`src/rtl/fila_pkg.sv`:
```
// Shared types and sizes for the queue front-end controller.
//   fila_ctrl_state_t : controller FSM states
//   FILA_DEPTH        : queue capacity in words
//   FILA_WIDTH        : data word width
//   FILA_LEN_W        : width of the queue occupancy bus
package fila_pkg;

    localparam int unsigned FILA_DEPTH = 8;
    localparam int unsigned FILA_WIDTH = 8;
    localparam int unsigned FILA_LEN_W = 8;

    typedef enum logic [2:0] {
        ST_IDLE     = 3'd0,
        ST_ENQ      = 3'd1,
        ST_DEQ      = 3'd2,
        ST_CAPTURE  = 3'd3,
        ST_WAIT_REL = 3'd4
    } fila_ctrl_state_t;

endpackage

```
`src/rtl/fila_ctrl_if.sv`:
```
// Controller <-> queue bus.
//   enqueue_out / dequeue_out : one-cycle request pulses to the queue
//   data_out                  : word presented to the queue data_in
//   q_len / q_data            : queue occupancy and output word
// master = controller side, slave = queue side.
interface fila_ctrl_if
    import fila_pkg::*;
#(
    parameter int unsigned WIDTH = FILA_WIDTH
) ();

    logic                  enqueue_out;
    logic                  dequeue_out;
    logic [WIDTH-1:0]      data_out;
    logic [FILA_LEN_W-1:0] q_len;
    logic [WIDTH-1:0]      q_data;

    modport master (
        output enqueue_out,
        output dequeue_out,
        output data_out,
        input  q_len,
        input  q_data
    );

    modport slave (
        input  enqueue_out,
        input  dequeue_out,
        input  data_out,
        output q_len,
        output q_data
    );

endinterface

```
`src/rtl/fila_btn_cond.sv`:
```
// Push-button conditioner: 2-flop synchronizer, optional debounce, rising-edge
// detector producing one press strobe per physical press.
// Debounce is built only when FILA_CTRL_DEBOUNCE_EN is defined.
//   clk_10KHz, reset : clock, async active-high reset
//   btn              : raw asynchronous button
//   level            : conditioned button level
//   press            : registered one-cycle strobe on a conditioned rising edge
module fila_btn_cond #(
    parameter int unsigned DEBOUNCE_CYCLES = 20
) (
    input  logic clk_10KHz,
    input  logic reset,
    input  logic btn,
    output logic level,
    output logic press
);

    logic       sync1_q;
    logic       sync2_q;
    logic       prev_q;
    logic       press_q;
    logic       armed_q;
    logic [1:0] fill_q;
    logic       level_c;

`ifdef FILA_CTRL_DEBOUNCE_EN
    localparam int unsigned CNT_W = $clog2(DEBOUNCE_CYCLES + 1);

    logic [CNT_W-1:0] cnt_q;
    logic             level_q;

    // Level follows the synchronizer only after DEBOUNCE_CYCLES straight disagreeing cycles.
    always_ff @(posedge clk_10KHz or posedge reset) begin
        if (reset) begin
            cnt_q   <= '0;
            level_q <= 1'b0;
        end else if (sync2_q != level_q) begin
            if (cnt_q == CNT_W'(DEBOUNCE_CYCLES - 1)) begin
                level_q <= sync2_q;
                cnt_q   <= '0;
            end else begin
                cnt_q <= cnt_q + CNT_W'(1);
            end
        end else begin
            cnt_q <= '0;
        end
    end

    assign level_c = level_q;
`else
    assign level_c = sync2_q;
`endif

    // armed_q only sets once the filled synchronizer has seen the button low,
    // so a button held through reset release cannot produce a press.
    always_ff @(posedge clk_10KHz or posedge reset) begin
        if (reset) begin
            sync1_q <= 1'b0;
            sync2_q <= 1'b0;
            fill_q  <= 2'b00;
            armed_q <= 1'b0;
            prev_q  <= 1'b0;
            press_q <= 1'b0;
        end else begin
            sync1_q <= btn;
            sync2_q <= sync1_q;
            fill_q  <= {fill_q[0], 1'b1};
            armed_q <= armed_q | (fill_q[1] & ~sync2_q);
            prev_q  <= level_c;
            press_q <= armed_q & level_c & ~prev_q;
        end
    end

    assign level = level_c;
    assign press = press_q;

endmodule

```
`src/rtl/fila_ctrl.sv`:
```
// Queue front-end controller: turns button presses into single-cycle
// enqueue/dequeue pulses, blocks overflow/underflow, captures dequeued words.
// Optional button debounce: define FILA_CTRL_DEBOUNCE_EN.
//   clk_10KHz, reset  : clock, async active-high reset
//   btn_enq, btn_deq  : raw push-buttons
//   sw_data           : word to enqueue
//   q                 : queue bus (master side)
//   last_deq          : last word removed from the queue
//   full, empty       : combinational status from q.q_len
//   err               : sticky, last press was rejected
module fila_ctrl
    import fila_pkg::*;
#(
    parameter int unsigned WIDTH           = FILA_WIDTH,
    parameter int unsigned DEPTH           = FILA_DEPTH,
    parameter int unsigned DEBOUNCE_CYCLES = 20
) (
    input  logic             clk_10KHz,
    input  logic             reset,
    input  logic             btn_enq,
    input  logic             btn_deq,
    input  logic [WIDTH-1:0] sw_data,
    fila_ctrl_if.master      q,
    output logic [WIDTH-1:0] last_deq,
    output logic             full,
    output logic             empty,
    output logic             err
);

    fila_ctrl_state_t state_q;
    logic             enq_q;
    logic             deq_q;
    logic [WIDTH-1:0] data_q;
    logic [WIDTH-1:0] last_deq_q;
    logic             err_q;

    logic enq_level;
    logic enq_press;
    logic deq_level;
    logic deq_press;

    fila_btn_cond #(.DEBOUNCE_CYCLES(DEBOUNCE_CYCLES)) u_enq_btn (
        .clk_10KHz (clk_10KHz),
        .reset     (reset),
        .btn       (btn_enq),
        .level     (enq_level),
        .press     (enq_press)
    );

    fila_btn_cond #(.DEBOUNCE_CYCLES(DEBOUNCE_CYCLES)) u_deq_btn (
        .clk_10KHz (clk_10KHz),
        .reset     (reset),
        .btn       (btn_deq),
        .level     (deq_level),
        .press     (deq_press)
    );

    // Occupancy above DEPTH is treated as full.
    assign full  = 32'(q.q_len) >= DEPTH;
    assign empty = q.q_len == '0;

    // Controller FSM; enqueue press has priority over a same-cycle dequeue press.
    always_ff @(posedge clk_10KHz or posedge reset) begin
        if (reset) begin
            state_q    <= ST_IDLE;
            enq_q      <= 1'b0;
            deq_q      <= 1'b0;
            data_q     <= '0;
            last_deq_q <= '0;
            err_q      <= 1'b0;
        end else begin
            enq_q <= 1'b0;
            deq_q <= 1'b0;
            unique case (state_q)
                ST_IDLE: begin
                    if (enq_press) begin
                        if (!full) begin
                            state_q <= ST_ENQ;
                            enq_q   <= 1'b1;
                            data_q  <= sw_data;
                            err_q   <= 1'b0;
                        end else begin
                            state_q <= ST_WAIT_REL;
                            err_q   <= 1'b1;
                        end
                    end else if (deq_press) begin
                        if (!empty) begin
                            state_q <= ST_DEQ;
                            deq_q   <= 1'b1;
                            err_q   <= 1'b0;
                        end else begin
                            state_q <= ST_WAIT_REL;
                            err_q   <= 1'b1;
                        end
                    end
                end
                ST_ENQ:     state_q <= ST_WAIT_REL;
                ST_DEQ:     state_q <= ST_CAPTURE;
                ST_CAPTURE: begin
                    // Queue updated q_data on the edge that sampled the dequeue pulse.
                    last_deq_q <= q.q_data;
                    state_q    <= ST_WAIT_REL;
                end
                ST_WAIT_REL: begin
                    if (!enq_level && !deq_level) begin
                        state_q <= ST_IDLE;
                    end
                end
                default:    state_q <= ST_IDLE;
            endcase
        end
    end

    assign q.enqueue_out = enq_q;
    assign q.dequeue_out = deq_q;
    assign q.data_out    = data_q;
    assign last_deq      = last_deq_q;
    assign err           = err_q;

endmodule

```
`src/flat_wrapper.sv`:
```
// flat-port wrapper written by rule: the top's interface ports become plain ports
module fila_ctrl_flat import fila_pkg::*;
#(
    parameter int unsigned WIDTH           = FILA_WIDTH,
    parameter int unsigned DEPTH           = FILA_DEPTH,
    parameter int unsigned DEBOUNCE_CYCLES = 20
)
  (clk_10KHz, reset, btn_enq, btn_deq, sw_data, last_deq, full, empty, err, q_enqueue_out, q_dequeue_out, q_data_out, q_q_len, q_q_data);
  fila_ctrl_if #(.WIDTH(WIDTH)) q_i ();
  input  logic clk_10KHz;
  input  logic reset;
  input  logic btn_enq;
  input  logic btn_deq;
  input  logic [WIDTH-1:0] sw_data;
  output logic [WIDTH-1:0] last_deq;
  output logic full;
  output logic empty;
  output logic err;
  output wire logic [$bits(q_i.enqueue_out)-1:0] q_enqueue_out;
  output wire logic [$bits(q_i.dequeue_out)-1:0] q_dequeue_out;
  output wire logic [$bits(q_i.data_out)-1:0] q_data_out;
  input wire logic [$bits(q_i.q_len)-1:0] q_q_len;
  input wire logic [$bits(q_i.q_data)-1:0] q_q_data;
  assign q_enqueue_out = q_i.enqueue_out;
  assign q_dequeue_out = q_i.dequeue_out;
  assign q_data_out = q_i.data_out;
  assign q_i.q_len = q_q_len;
  assign q_i.q_data = q_q_data;
  fila_ctrl #(.WIDTH(WIDTH), .DEPTH(DEPTH), .DEBOUNCE_CYCLES(DEBOUNCE_CYCLES)) u_core (.clk_10KHz(clk_10KHz), .reset(reset), .btn_enq(btn_enq), .btn_deq(btn_deq), .sw_data(sw_data), .q(q_i), .last_deq(last_deq), .full(full), .empty(empty), .err(err));
endmodule
```
`config.mk`:
```
export PLATFORM = sky130hd
export DESIGN_NAME = fila_ctrl_flat
export DESIGN_NICKNAME = d
export VERILOG_FILES = /design/src/rtl/fila_pkg.sv /design/src/rtl/fila_ctrl_if.sv /design/src/rtl/fila_btn_cond.sv /design/src/rtl/fila_ctrl.sv /design/src/flat_wrapper.sv
export SDC_FILE = /design/constraint.sdc
export NUM_CORES = 1
export LEC_CHECK = 0
export ABC_AREA = 1
export BUFFER_PORTS_ARGS = -buffer_cell sky130_fd_sc_hd__buf_2
export CAP_MARGIN = 20
export CORE_MARGIN = 2
export CORE_UTILIZATION = 51
export DETAILED_ROUTE_END_ITERATION = 8
export PLACE_DENSITY = 0.79
export SLEW_MARGIN = 20
export SYNTH_ARGS = -nofsm -noshare
export SYNTH_HDL_FRONTEND = slang
export SYNTH_HIERARCHICAL = 1
export SYNTH_SLANG_ARGS = --single-unit
export TNS_END_PERCENT = 20
```
`constraint.sdc`:
```
create_clock -name clk_10KHz -period 1.7 [get_ports clk_10KHz]
set_clock_uncertainty 0.1 [all_clocks]
set_input_delay 0.17 -clock clk_10KHz [delete_from_list [all_inputs] [get_ports clk_10KHz]]
set_output_delay 0.17 -clock clk_10KHz [all_outputs]
set_load 0.01 [all_outputs]
```
==> results of run 1 <==
## Yosys cell counts, drive strengths merged
cell type	instances
nand3	6
mux2	8
nor2	9
a21oi	1
nand2	42
dfrtp	36
conb	2
o21ai	4
clkinv	1
inv	13
nand4	1
nor3	1
## metrics by stage
step / hold WS [ns] / cell area (um^2) / cells / power (mW) / utilization
2_1_floorplan: -0.1266 / 1351 / 124 / 1.558 / -
3_3_place_gp: 0.01248 / 1637 / 203 / 1.773 / 0.6547
3_5_place_dp: 0.02496 / 1637 / 203 / 1.812 / 0.6547
4_1_cts: 0.1182 / 1888 / 230 / 2.307 / 0.7553
5_1_grt: 0.1349 / 1888 / 230 / 2.451 / 0.7553
6_report: 0.1281 / 1888 / 230 / 2.300 / 0.7553
## power breakdown
group	switching [mW]	internal, mW	leakage, nW
Sequential	0.118	1.05	0.442
Combinational	0.358	0.321	0.554
Clock	0.261	0.197	0.0380
## registers in the layout, summed over array words and instances, names as in the netlist, 2 cells and up
name and count:
u_core/state_q 3, u_core/q.data_out 8, u_core/last_deq 8, u_core/u_deq_btn/fill_q 2, u_core/u_enq_btn/fill_q 2
## placed cells by master, fill, tap and decap left out, drive strengths merged
| cell type | instances |
|---|---|
| buf | 49 |
| nand2 | 42 |
| dfrtp | 36 |
| dlygate4sd3 | 19 |
| inv | 13 |
| nor2 | 9 |
| mux2 | 8 |
| clkbuf | 6 |
| nand3 | 6 |
| o21ai | 4 |
| clkinv | 3 |
| conb | 2 |
| nor3 | 1 |
| nand4 | 1 |
| a21oi | 1 |
## cell type report
type | instances | area [um^2]
multi-input cells | 74 | 392.9
repair buffers | 68 | 437.9
clock buffers | 6 | 51.30
fillers | 174 | 611.8
inverters | 14 | 57.56
clock inverters | 2 | 10.01
flip-flops and latches | 36 | 900.9
well taps | 30 | 37.54
## cell families after synthesis
group / count (synthesis) / share of synthesized area
AND/OR/NAND/NOR: 59 / 0.2000
flip-flops: 36 / 0.6667
buffers and inverters: 14 / 0.04260
multiplexers: 8 / 0.06667
AO/OA/AOI/OAI: 5 / 0.01852
other: 2 / 0.005558
## worst max-delay path, stage by stage (launching register included)
cell and delay (ns):
dfrtp_1 0.44, inv_2 0.07, nand2_1 0.09, nor2_4 0.16
nand3_4 0.16, clkinv_4 0.12, nand2_1 0.06, nand2_1 0.07
## routing by layer
layer / wire length [um] / part of all wire / vias up
li1: - / - / 530
met1: 1144 / 0.40 / 504
met2: 1538 / 0.54 / 38
met3: 153 / 0.054 / 2
met4: 15 / 0.0053 / 0
met5: 0 / 0 / -
## worst max path at each step
| stage | startpoint | to | cells past startpoint |
|---|---|---|---|
| floorplan | u_core/state_q[0]$_DFFE_PP0P_ | u_core/q.data_out[0]$_DFFE_PP0P_ | 7 |
| global placement | u_core/state_q[0]$_DFFE_PP0P_ | u_core/q.data_out[2]$_DFFE_PP0P_ | 7 |
| detailed placement | u_core/state_q[0]$_DFFE_PP0P_ | u_core/q.data_out[6]$_DFFE_PP0P_ | 7 |
| CTS | u_core/state_q[0]$_DFFE_PP0P_ | u_core/q.data_out[6]$_DFFE_PP0P_ | 7 |
| global route | u_core/state_q[0]$_DFFE_PP0P_ | u_core/q.data_out[2]$_DFFE_PP0P_ | 7 |
| finish | u_core/state_q[0]$_DFFE_PP0P_ | u_core/q.data_out[6]$_DFFE_PP0P_ | 7 |
==> reports/metrics.csv, run 1 <==
stage,metric,value,unit
pwr,PwrDens,1218,mW/mm^2
grt,gr busiest metal,met2,
clock_network,clock sink count,36,
worst_hold_path,Hold Path End,u_core/state_q[0]$_DFFE_PP0P_,
routing,Via Count,1074,
timing,setup tns final,0,ns
pwr,Max IR drop VDD,0.001055,V
logic_synthesis,mapped cell area,0.001351,mm^2
logic_synthesis,Synth Instances,124,
worst_hold_path,hold path start,q_q_len[3],
grt,grt ovf,0,
grt,GR Util met3,0.05855,
worst_hold_path,Hold WC Path Type,in2reg,
worst_setup_path,Crit. End Element,flip-flop,
pwr,LEAKAGE,1.035,nW
timing,max frequency,0.7482,GHz
finish,ratio of cells with drive above 1 in the final layout,0.3700,
grt,vias in the first global route,1111,
finish,Layout Nets,227,
logic_synthesis,Netlist cell types,17,
placement,DP Worst Slack,0.3947,ns
timing,Max Slew Vio Count,0,
placement,placer congestion estimate,0.7716,
clock_network,cts hold-fix bufs,19,
logic_synthesis,cell taking the most area after synthesis,dfrtp_1,
worst_setup_path,RR Endpoint,u_core/q.data_out[6]$_DFFE_PP0P_,
worst_setup_path,cells on worst reg2reg path,7,
logic_synthesis,Mean Syn Cell Area,10.90,um^2
worst_setup_path,CP Launch Type,flip-flop,
routing,WL per Instance,12.40,um
floorplanning,core area,0.002500,mm^2
logic_synthesis,Synth top area share,0.6667,
grt,first-pass GRT wire length,4816,um
grt,met2 usage,0.3673,
timing,Final min period,1.337,ns
floorplanning,Rows,18,
routing,DR iter-0 viols,24,
clock_network,clk buf depth,2,
logic_synthesis,Synth Register Bits,36,
worst_setup_path,WP data arrival,1.50,ns
clock_network,postcts setup bufs,0,
timing,RSZ-0062 raised after global routing,no,
floorplanning,effective utilization at floorplan,0.5405,
floorplanning,die area,0.003077,mm^2
logic_synthesis,yosys synthesis warning count,6,
routing,routed vias/inst,4.670,
finish,# diodes,0,
grt,met1 usage,0.2358,
placement,dpl hpwl,1862,um
floorplanning,width of the chip,55.48,um
routing,Final ANT Viol Nets,0,
clock_network,CTS tree,built,
worst_hold_path,WHS Path Cells,4,
clock_network,CTS root buf,clkbuf_4,
routing,drc violations,0,
worst_setup_path,CP Class,reg2reg,
outcome,outcome,completed,
worst_setup_path,WP data required,1.86,ns
clock_network,CTS clock-pin slew for the worst setup and hold paths,0.11,ns
timing,crit share post-route,0.7862,
logic_synthesis,"Seq/Total Area, Yosys",0.6667,
logic_synthesis,syn_nets,152,
clock_network,cts repair resizes,0,
logic_synthesis,Area contributors post-synth,"dfrtp_1, nand2_1, mux2_2",
clock_network,CTS Buf Count,5,
clock_network,clock latency at the later pin of the worst-skew pair,0.33,ns
worst_setup_path,worst flop-to-flop path startpoint,u_core/state_q[0]$_DFFE_PP0P_,
routing,DR pass1 iterations,4,
routing,final wirelength,2852,um
finish,Area Overhead vs Synth,39.72,%
grt,pin count of the biggest net entering global routing,23,
placement,IO Port Bufs,48,
grt,initial antenna violation count,0,
clock_network,H-tree levels,2,
timing,final hold violations,0,
flow_run,Max Cap Viol,0,
timing,PnR worst setup slack,0.3634,ns
worst_setup_path,Crit Path Max Fanout,10,
floorplanning,# IOs,49,
worst_setup_path,R2R setup slack,0.36,ns
floorplanning,Die Y,55.48,um
grt,gr usage total,0.2050,
timing,Setup-failing EPs final,0,
Note: power is estimated with default switching activity, not from simulation.
==> run 2: changes to the inputs <==
--- a/config.mk
+++ b/config.mk
@@ -9,9 +9,9 @@
 export BUFFER_PORTS_ARGS = -buffer_cell sky130_fd_sc_hd__buf_2
 export CAP_MARGIN = 20
 export CORE_MARGIN = 2
-export CORE_UTILIZATION = 51
+export CORE_UTILIZATION = 48
 export DETAILED_ROUTE_END_ITERATION = 8
-export PLACE_DENSITY = 0.79
+export PLACE_DENSITY = 0.75
 export SLEW_MARGIN = 20
 export SYNTH_ARGS = -nofsm -noshare
 export SYNTH_HDL_FRONTEND = slang
==> constraint.sdc (replaced) <==
create_clock -name clk_10KHz -period 1.4 [get_ports clk_10KHz]
set_clock_uncertainty 0.1 [all_clocks]
set_input_delay 0.14 -clock clk_10KHz [delete_from_list [all_inputs] [get_ports clk_10KHz]]
set_output_delay 0.14 -clock clk_10KHz [all_outputs]
set_load 0.01 [all_outputs]
==> run 2 against run 1 <==
First-iteration DRC count rose by 46%. Register-to-register slack got worse by 0.32 ns. Wire length rose by 3.9%. Final cell count rose by 1.7%. Sequential cell count did not move. Critical path depth did not move. Total power rose by 29%. Combinational power rose by 28%. Cell area rose by 2.4%. Clock power rose by 54%. Via count rose by 5.3%. Critical path type unchanged. Largest cell class unchanged.
==> reports/metrics.csv, run 2 (synthesis gave the netlist of run 1 again) <==
stage,metric,value,unit,change
outcome,outcome,completed,,
grt,vias in the first global route,1107,,-0.36%
clock_network,CTS Buf Count,5,,unchanged
floorplanning,effective utilization at floorplan,0.4986,,-0.04193
finish,Area Overhead vs Synth,43.06,%,
pwr,PwrDens,1538,mW/mm^2,+26%
timing,Final min period,1.359,ns,+0.02234 ns
placement,IO Port Bufs,48,,unchanged
floorplanning,# IOs,49,,unchanged
placement,placer congestion estimate,0.8182,,+6.0%
worst_setup_path,CP max stage delay,0.44,ns,about the same
placement,dpl hpwl,1831,um,-1.7%
worst_hold_path,Hold WC Path Type,in2reg,,
worst_setup_path,CP Class,reg2reg,,
routing,WL per Instance,12.66,um,+2.1%
grt,first-pass GRT wire length,4678,um,-2.9%
worst_setup_path,WP data required,1.58,ns,-0.28 ns
floorplanning,Die Y,57.06,um,+2.9%
worst_setup_path,worst flop-to-flop path startpoint,u_core/state_q[0]$_DFFE_PP0P_,,
worst_hold_path,hold path start,q_q_len[3],,
worst_setup_path,R2R setup slack,0.04,ns,-0.32 ns
flow_run,Max Cap Viol,0,,unchanged
grt,pin count of the biggest net entering global routing,23,,unchanged
timing,final hold violations,0,,unchanged
timing,setup tns final,0,ns,unchanged
routing,Via Count,1131,,+5.3%
routing,routed vias/inst,4.833,,+3.5%
finish,Finished Layout Cells,234,,+1.7%
placement,placed cells,204,,+0.49%
clock_network,CTS root buf,clkbuf_4,,
pwr,Max IR drop VDD,0.001409,V,+34%
finish,ratio of cells with drive above 1 in the final layout,0.3842,,+0.01424
worst_setup_path,"Slowest-stage cell, CP",dfrtp_1,,
clock_network,CTS tree,built,,
timing,WHS,0.08462,ns,-0.04347 ns
finish,Finished Core Util,0.7133,,-0.04196
routing,Final ANT Viol Nets,0,,unchanged
routing,DR pass1 iterations,4,,unchanged
finish,most frequent cells in the layout,"buf_2, nand2_1, dfrtp_1",,
routing,DR iter-0 viols,35,,+46%
worst_setup_path,Crit. End Element,flip-flop,,
floorplanning,core area,0.002710,mm^2,+8.4%
finish,Layout Nets,230,,+1.3%
floorplanning,Rows,19,,+1
worst_setup_path,RR Endpoint,u_core/q.data_out[1]$_DFFE_PP0P_,,
worst_setup_path,WP data arrival,1.54,ns,+0.04 ns
worst_setup_path,CP Launch Type,flip-flop,,
worst_setup_path,CP dominant cell by count,nand2_1,,
grt,initial antenna violation count,0,,unchanged
clock_network,clk buf depth,2,,unchanged
finish,# diodes,0,,unchanged
worst_setup_path,Crit Path Max Fanout,6,,-4
grt,gr usage total,0.1935,,-0.01154
finish,"commonest non-fill, non-tap cell in the layout",buf_2,,
timing,Setup-failing EPs final,0,,unchanged
clock_network,clock sink count,36,,unchanged
pwr,LEAKAGE,1.050,nW,+1.5%
routing,final wirelength,2962,um,+3.9%
floorplanning,width of the chip,57.06,um,+2.9%
timing,crit share post-route,0.9707,,+0.1844
worst_hold_path,WHS Path Cells,4,,unchanged
worst_setup_path,crit path cell chain,inv_2 -> nand2_2 -> nor2_4 -> nand3_4 -> clkinv_2 -> nand2_1 -> nand2_1,,
floorplanning,die area,0.003256,mm^2,+5.8%
clock_network,CTS clock-pin slew for the worst setup and hold paths,0.11,ns,about the same
grt,grt ovf,0,,unchanged
worst_hold_path,Hold Path End,u_core/state_q[0]$_DFFE_PP0P_,,
timing,max frequency,0.7359,GHz,-1.6%
timing,Max Slew Vio Count,0,,unchanged
clock_network,clock latency at the later pin of the worst-skew pair,0.33,ns,about the same
routing,drc violations,0,,unchanged
worst_setup_path,cells on worst reg2reg path,7,,unchanged
clock_network,H-tree levels,2,,unchanged
[run 2: cell types whose count changed in the layout (fill, tap and decap cells not counted), sizes merged]
cell      change
clkinvlp      +1
buf           +1
nand3         +1
clkbuf        -1
bufinv        +1
[run 2: through the flow]
| stage | power, mW | area, um^2 | worst slack, ns |
|---|---|---|---|
| after floorplan | 1.892 | 1351 | 0.2475 |
| after global placement | 2.144 | 1638 | 0.1811 |
| after detailed placement | 2.191 | 1638 | 0.1135 |
| after CTS | 2.949 | 1908 | 0.09212 |
| after global routing | 3.156 | 1933 | -0.01365 |
| final | 2.974 | 1933 | 0.04106 |
[run 2: timing repair]
| item | CTS | global route |
|---|---|---|
| setup endpoints to repair | 0 | 6 |
| setup buffers | 0 | 1 |
| hold endpoints to repair | 54 | 0 |
| gates resized for setup | 0 | 1 |
| hold buffers | 19 | 0 |
[run 2: where the power goes]
group / internal [mW] / switching (mW) / total [mW]
logic: 0.415 / 0.453 / 0.868
registers: 1.27 / 0.133 / 1.40
clock network: 0.372 / 0.332 / 0.704
[run 2: metal layers]
metal | up-vias | part of all wire | GRT usage
met5 | - | 0 | 0
met4 | 0 | 0.012 | 0.06312
met3 | 6 | 0.055 | 0.07029
met2 | 46 | 0.56 | 0.3399
met1 | 538 | 0.37 | 0.2193
li1 | 541 | - | -
[run 2: worst max path at each step]
stage,end,startpoint,slack (ns)
floorplan,u_core/q.data_out[0]$_DFFE_PP0P_,u_core/state_q[0]$_DFFE_PP0P_,0.25
global placement,u_core/q.data_out[1]$_DFFE_PP0P_,u_core/state_q[0]$_DFFE_PP0P_,0.18
detailed placement,u_core/q.data_out[7]$_DFFE_PP0P_,u_core/state_q[0]$_DFFE_PP0P_,0.11
CTS,u_core/q.data_out[7]$_DFFE_PP0P_,u_core/state_q[0]$_DFFE_PP0P_,0.09
global route,u_core/q.data_out[0]$_DFFE_PP0P_,u_core/state_q[0]$_DFFE_PP0P_,-0.01
finish,u_core/q.data_out[1]$_DFFE_PP0P_,u_core/state_q[0]$_DFFE_PP0P_,0.04
[run 2: final cells by class]
| cell class | instances | area, um^2 |
|---|---|---|
| Clock inverter | 3 | 42.54 |
| Timing Repair inverter | 1 | 5.005 |
| Fill cell | 204 | 777.0 |
| Inverter | 14 | 57.56 |
| Sequential cell | 36 | 900.9 |
| Clock buffer | 5 | 37.54 |
| Multi-Input combinational cell | 75 | 405.4 |
| Tap cell | 31 | 38.79 |
| Timing Repair Buffer | 69 | 445.4 |
[run 2: worst max-delay path: cells and delay by family (launching register included)]
kind	cells	cell delay (ns)
simple gates	5	0.58
buf+inv	2	0.19
flops	1	0.44
==> run 3: changes to the inputs <==
--- a/config.mk
+++ b/config.mk
@@ -12,6 +12,7 @@
 export CORE_UTILIZATION = 48
 export DETAILED_ROUTE_END_ITERATION = 8
 export PLACE_DENSITY = 0.75
+export SETUP_SLACK_MARGIN = 0.2
 export SLEW_MARGIN = 20
 export SYNTH_ARGS = -nofsm -noshare
 export SYNTH_HDL_FRONTEND = slang
==> run 3 against run 2 <==
Cell area rose by 2.5%. Setup slack gained 0.056 ns. Combinational power is 9.3% higher. Non-clock buffer count up 4. Fmax up 4.3%. Total power up 3.1%. Wire length fell by 2.9%. Sequential share of layout area is 1.1 points lower. First-iteration DRC count down 71%. Worst hold slack lost 0.00091 ns. Clock power is 0.7% higher. Sequential cell count unchanged. Largest cell class unchanged. Largest power group unchanged.
==> reports/metrics.csv, run 3 (synthesis gave the netlist of run 1 again) <==
stage,metric,value,unit,change
outcome,outcome,completed,,
routing,Via Count,1126,,-0.44%
flow_run,Max Cap Viol,0,,unchanged
worst_setup_path,CP dominant cell by count,nand2_2,,
clock_network,CTS tree,built,,
timing,WHS,0.08371,ns,-0.0009125 ns
finish,ratio of cells with drive above 1 in the final layout,0.4106,,+0.02639
worst_setup_path,CP max stage delay,0.43,ns,about the same
worst_setup_path,"Slowest-stage cell, CP",dfrtp_1,,
clock_network,CTS root buf,clkbuf_4,,
routing,routed vias/inst,4.731,,-2.1%
floorplanning,die area,0.003256,mm^2,unchanged
clock_network,CTS clock-pin slew for the worst setup and hold paths,0.11,ns,about the same
worst_hold_path,Hold Path End,u_core/state_q[0]$_DFFE_PP0P_,,
routing,DR pass1 iterations,4,,unchanged
floorplanning,effective utilization at floorplan,0.4986,,unchanged
floorplanning,core area,0.002710,mm^2,unchanged
placement,IO Port Bufs,48,,unchanged
timing,crit share post-route,0.9304,,-0.04026
timing,Final min period,1.303,ns,-0.05636 ns
worst_setup_path,WP data arrival,1.48,ns,-0.06 ns
timing,PnR worst setup slack,0.09743,ns,+0.05636 ns
worst_setup_path,Crit Path Max Fanout,6,,unchanged
floorplanning,Die Y,57.06,um,unchanged
floorplanning,width of the chip,57.06,um,unchanged
worst_hold_path,hold path start,q_q_len[3],,
worst_hold_path,WHS Path Cells,4,,unchanged
worst_setup_path,Crit. End Element,flip-flop,,
placement,placer congestion estimate,0.8182,,unchanged
grt,grt ovf,0,,unchanged
clock_network,clock sink count,36,,unchanged
worst_setup_path,CP startpoint,u_core/state_q[0]$_DFFE_PP0P_,,
timing,max frequency,0.7677,GHz,+4.3%
pwr,PwrDens,1546,mW/mm^2,+0.53%
placement,placed cells,204,,unchanged
placement,DP Worst Slack,0.1135,ns,unchanged
finish,Layout Nets,234,,+1.7%
placement,dpl hpwl,1831,um,unchanged
grt,first-pass GRT wire length,4781,um,+2.2%
grt,gr usage total,0.1953,,+0.001850
worst_setup_path,worst flop-to-flop path startpoint,u_core/state_q[0]$_DFFE_PP0P_,,
routing,Final ANT Viol Nets,0,,unchanged
grt,vias in the first global route,1180,,+6.6%
worst_setup_path,R2R setup slack,0.1,ns,+0.06 ns
worst_setup_path,crit path cell chain,inv_2 -> nand2_2 -> nor2_4 -> nand3_4 -> clkinv_4 -> nand2_2 -> nand2_1,,
grt,initial antenna violation count,0,,unchanged
finish,Finished Layout Cells,238,,+1.7%
finish,"commonest non-fill, non-tap cell in the layout",buf_2,,
clock_network,clock latency at the later pin of the worst-skew pair,0.34,ns,about the same
finish,Area Overhead vs Synth,46.67,%,
routing,final wirelength,2877,um,-2.9%
clock_network,H-tree levels,2,,unchanged
grt,pin count of the biggest net entering global routing,23,,unchanged
timing,final hold violations,0,,unchanged
floorplanning,Rows,19,,unchanged
finish,most frequent cells in the layout,"buf_2, nand2_1, dfrtp_1",,
routing,WL per Instance,12.09,um,-4.5%
timing,Max Slew Vio Count,0,,unchanged
finish,Finished Core Util,0.7313,,+0.01801
worst_setup_path,WP data required,1.58,ns,about the same
worst_setup_path,CP Launch Type,flip-flop,,
worst_setup_path,CP Class,reg2reg,,
worst_hold_path,Hold WC Path Type,in2reg,,
clock_network,CTS Buf Count,5,,unchanged
routing,drc violations,0,,unchanged
pwr,Max IR drop VDD,0.001360,V,-3.5%
worst_setup_path,RR Endpoint,u_core/q.data_out[6]$_DFFE_PP0P_,,
pwr,LEAKAGE,1.070,nW,+1.9%
floorplanning,# IOs,49,,unchanged
routing,DR iter-0 viols,10,,-71%
timing,Setup-failing EPs final,0,,unchanged
timing,RSZ-0062 raised after global routing,yes,,
finish,# diodes,0,,unchanged
worst_setup_path,cells on worst reg2reg path,7,,unchanged
clock_network,clk buf depth,2,,unchanged
## run 3: cell types whose count changed in the layout (fill, tap and decap cells not counted), sizes merged
cell and delta:
buf +4
## run 3: worst max-delay path by stage
stage                                       end  slack, ns  depth (start not counted)
3_3_place_gp   u_core/q.data_out[1]$_DFFE_PP0P_       0.18                          7
4_1_cts        u_core/q.data_out[7]$_DFFE_PP0P_       0.10                          7
6_report       u_core/q.data_out[6]$_DFFE_PP0P_        0.1                          7
2_1_floorplan  u_core/q.data_out[0]$_DFFE_PP0P_       0.25                          7
5_1_grt        u_core/q.data_out[6]$_DFFE_PP0P_     -0.002                          6
3_5_place_dp   u_core/q.data_out[7]$_DFFE_PP0P_       0.11                          7
## run 3: critical path, delay by kind of cell, from the launching register on
family        cells  cell delay (ns)
flops             1             0.43
buf+inv           2             0.18
simple gates      5             0.52
## run 3: through the flow
| stage | area, um^2 | TNS [ns] | power [mW] |
|---|---|---|---|
| after floorplan | 1351 | 0 | 1.892 |
| after global placement | 1638 | 0 | 2.144 |
| after detailed placement | 1638 | 0 | 2.191 |
| after CTS | 1947 | 0 | 3.013 |
| after global routing | 1982 | -0.001731 | 3.255 |
| final | 1982 | 0 | 3.065 |
## run 3: report_power, final
part	total (mW)	internal (mW)	switching, mW
combinational	0.949	0.474	0.475
sequential	1.41	1.27	0.138
clock	0.709	0.372	0.337
## run 3: layer usage
layer / global-route usage / share of wire / vias up
met5: 0 / 0 / -
met4: 0.09967 / 0.0059 / 0
met3: 0.05215 / 0.054 / 4
met2: 0.3448 / 0.57 / 38
met1: 0.2158 / 0.37 / 533
li1: - / - / 551
## run 3: layout make-up
| type | count | area, um^2 |
|---|---|---|
| clock buffer | 5 | 37.54 |
| clock inverter | 3 | 42.54 |
| fill | 195 | 728.2 |
| inverter | 14 | 57.56 |
| multi-input combinational | 75 | 420.4 |
| sequential | 36 | 900.9 |
| tap | 31 | 38.79 |
| timing repair buffer | 73 | 475.5 |
| timing repair inverter | 1 | 8.758 |
## run 3: repair_timing
| action | CTS | global route |
|---|---|---|
| hold endpoints to repair | 54 | 0 |
| hold buffers | 19 | 0 |
| pin swaps | 5 | 3 |
| gates resized for setup | 3 | 3 |
| setup endpoints to repair | 20 | 23 |
| cloned | 2 | 0 |
| setup buffers | 2 | 3 |
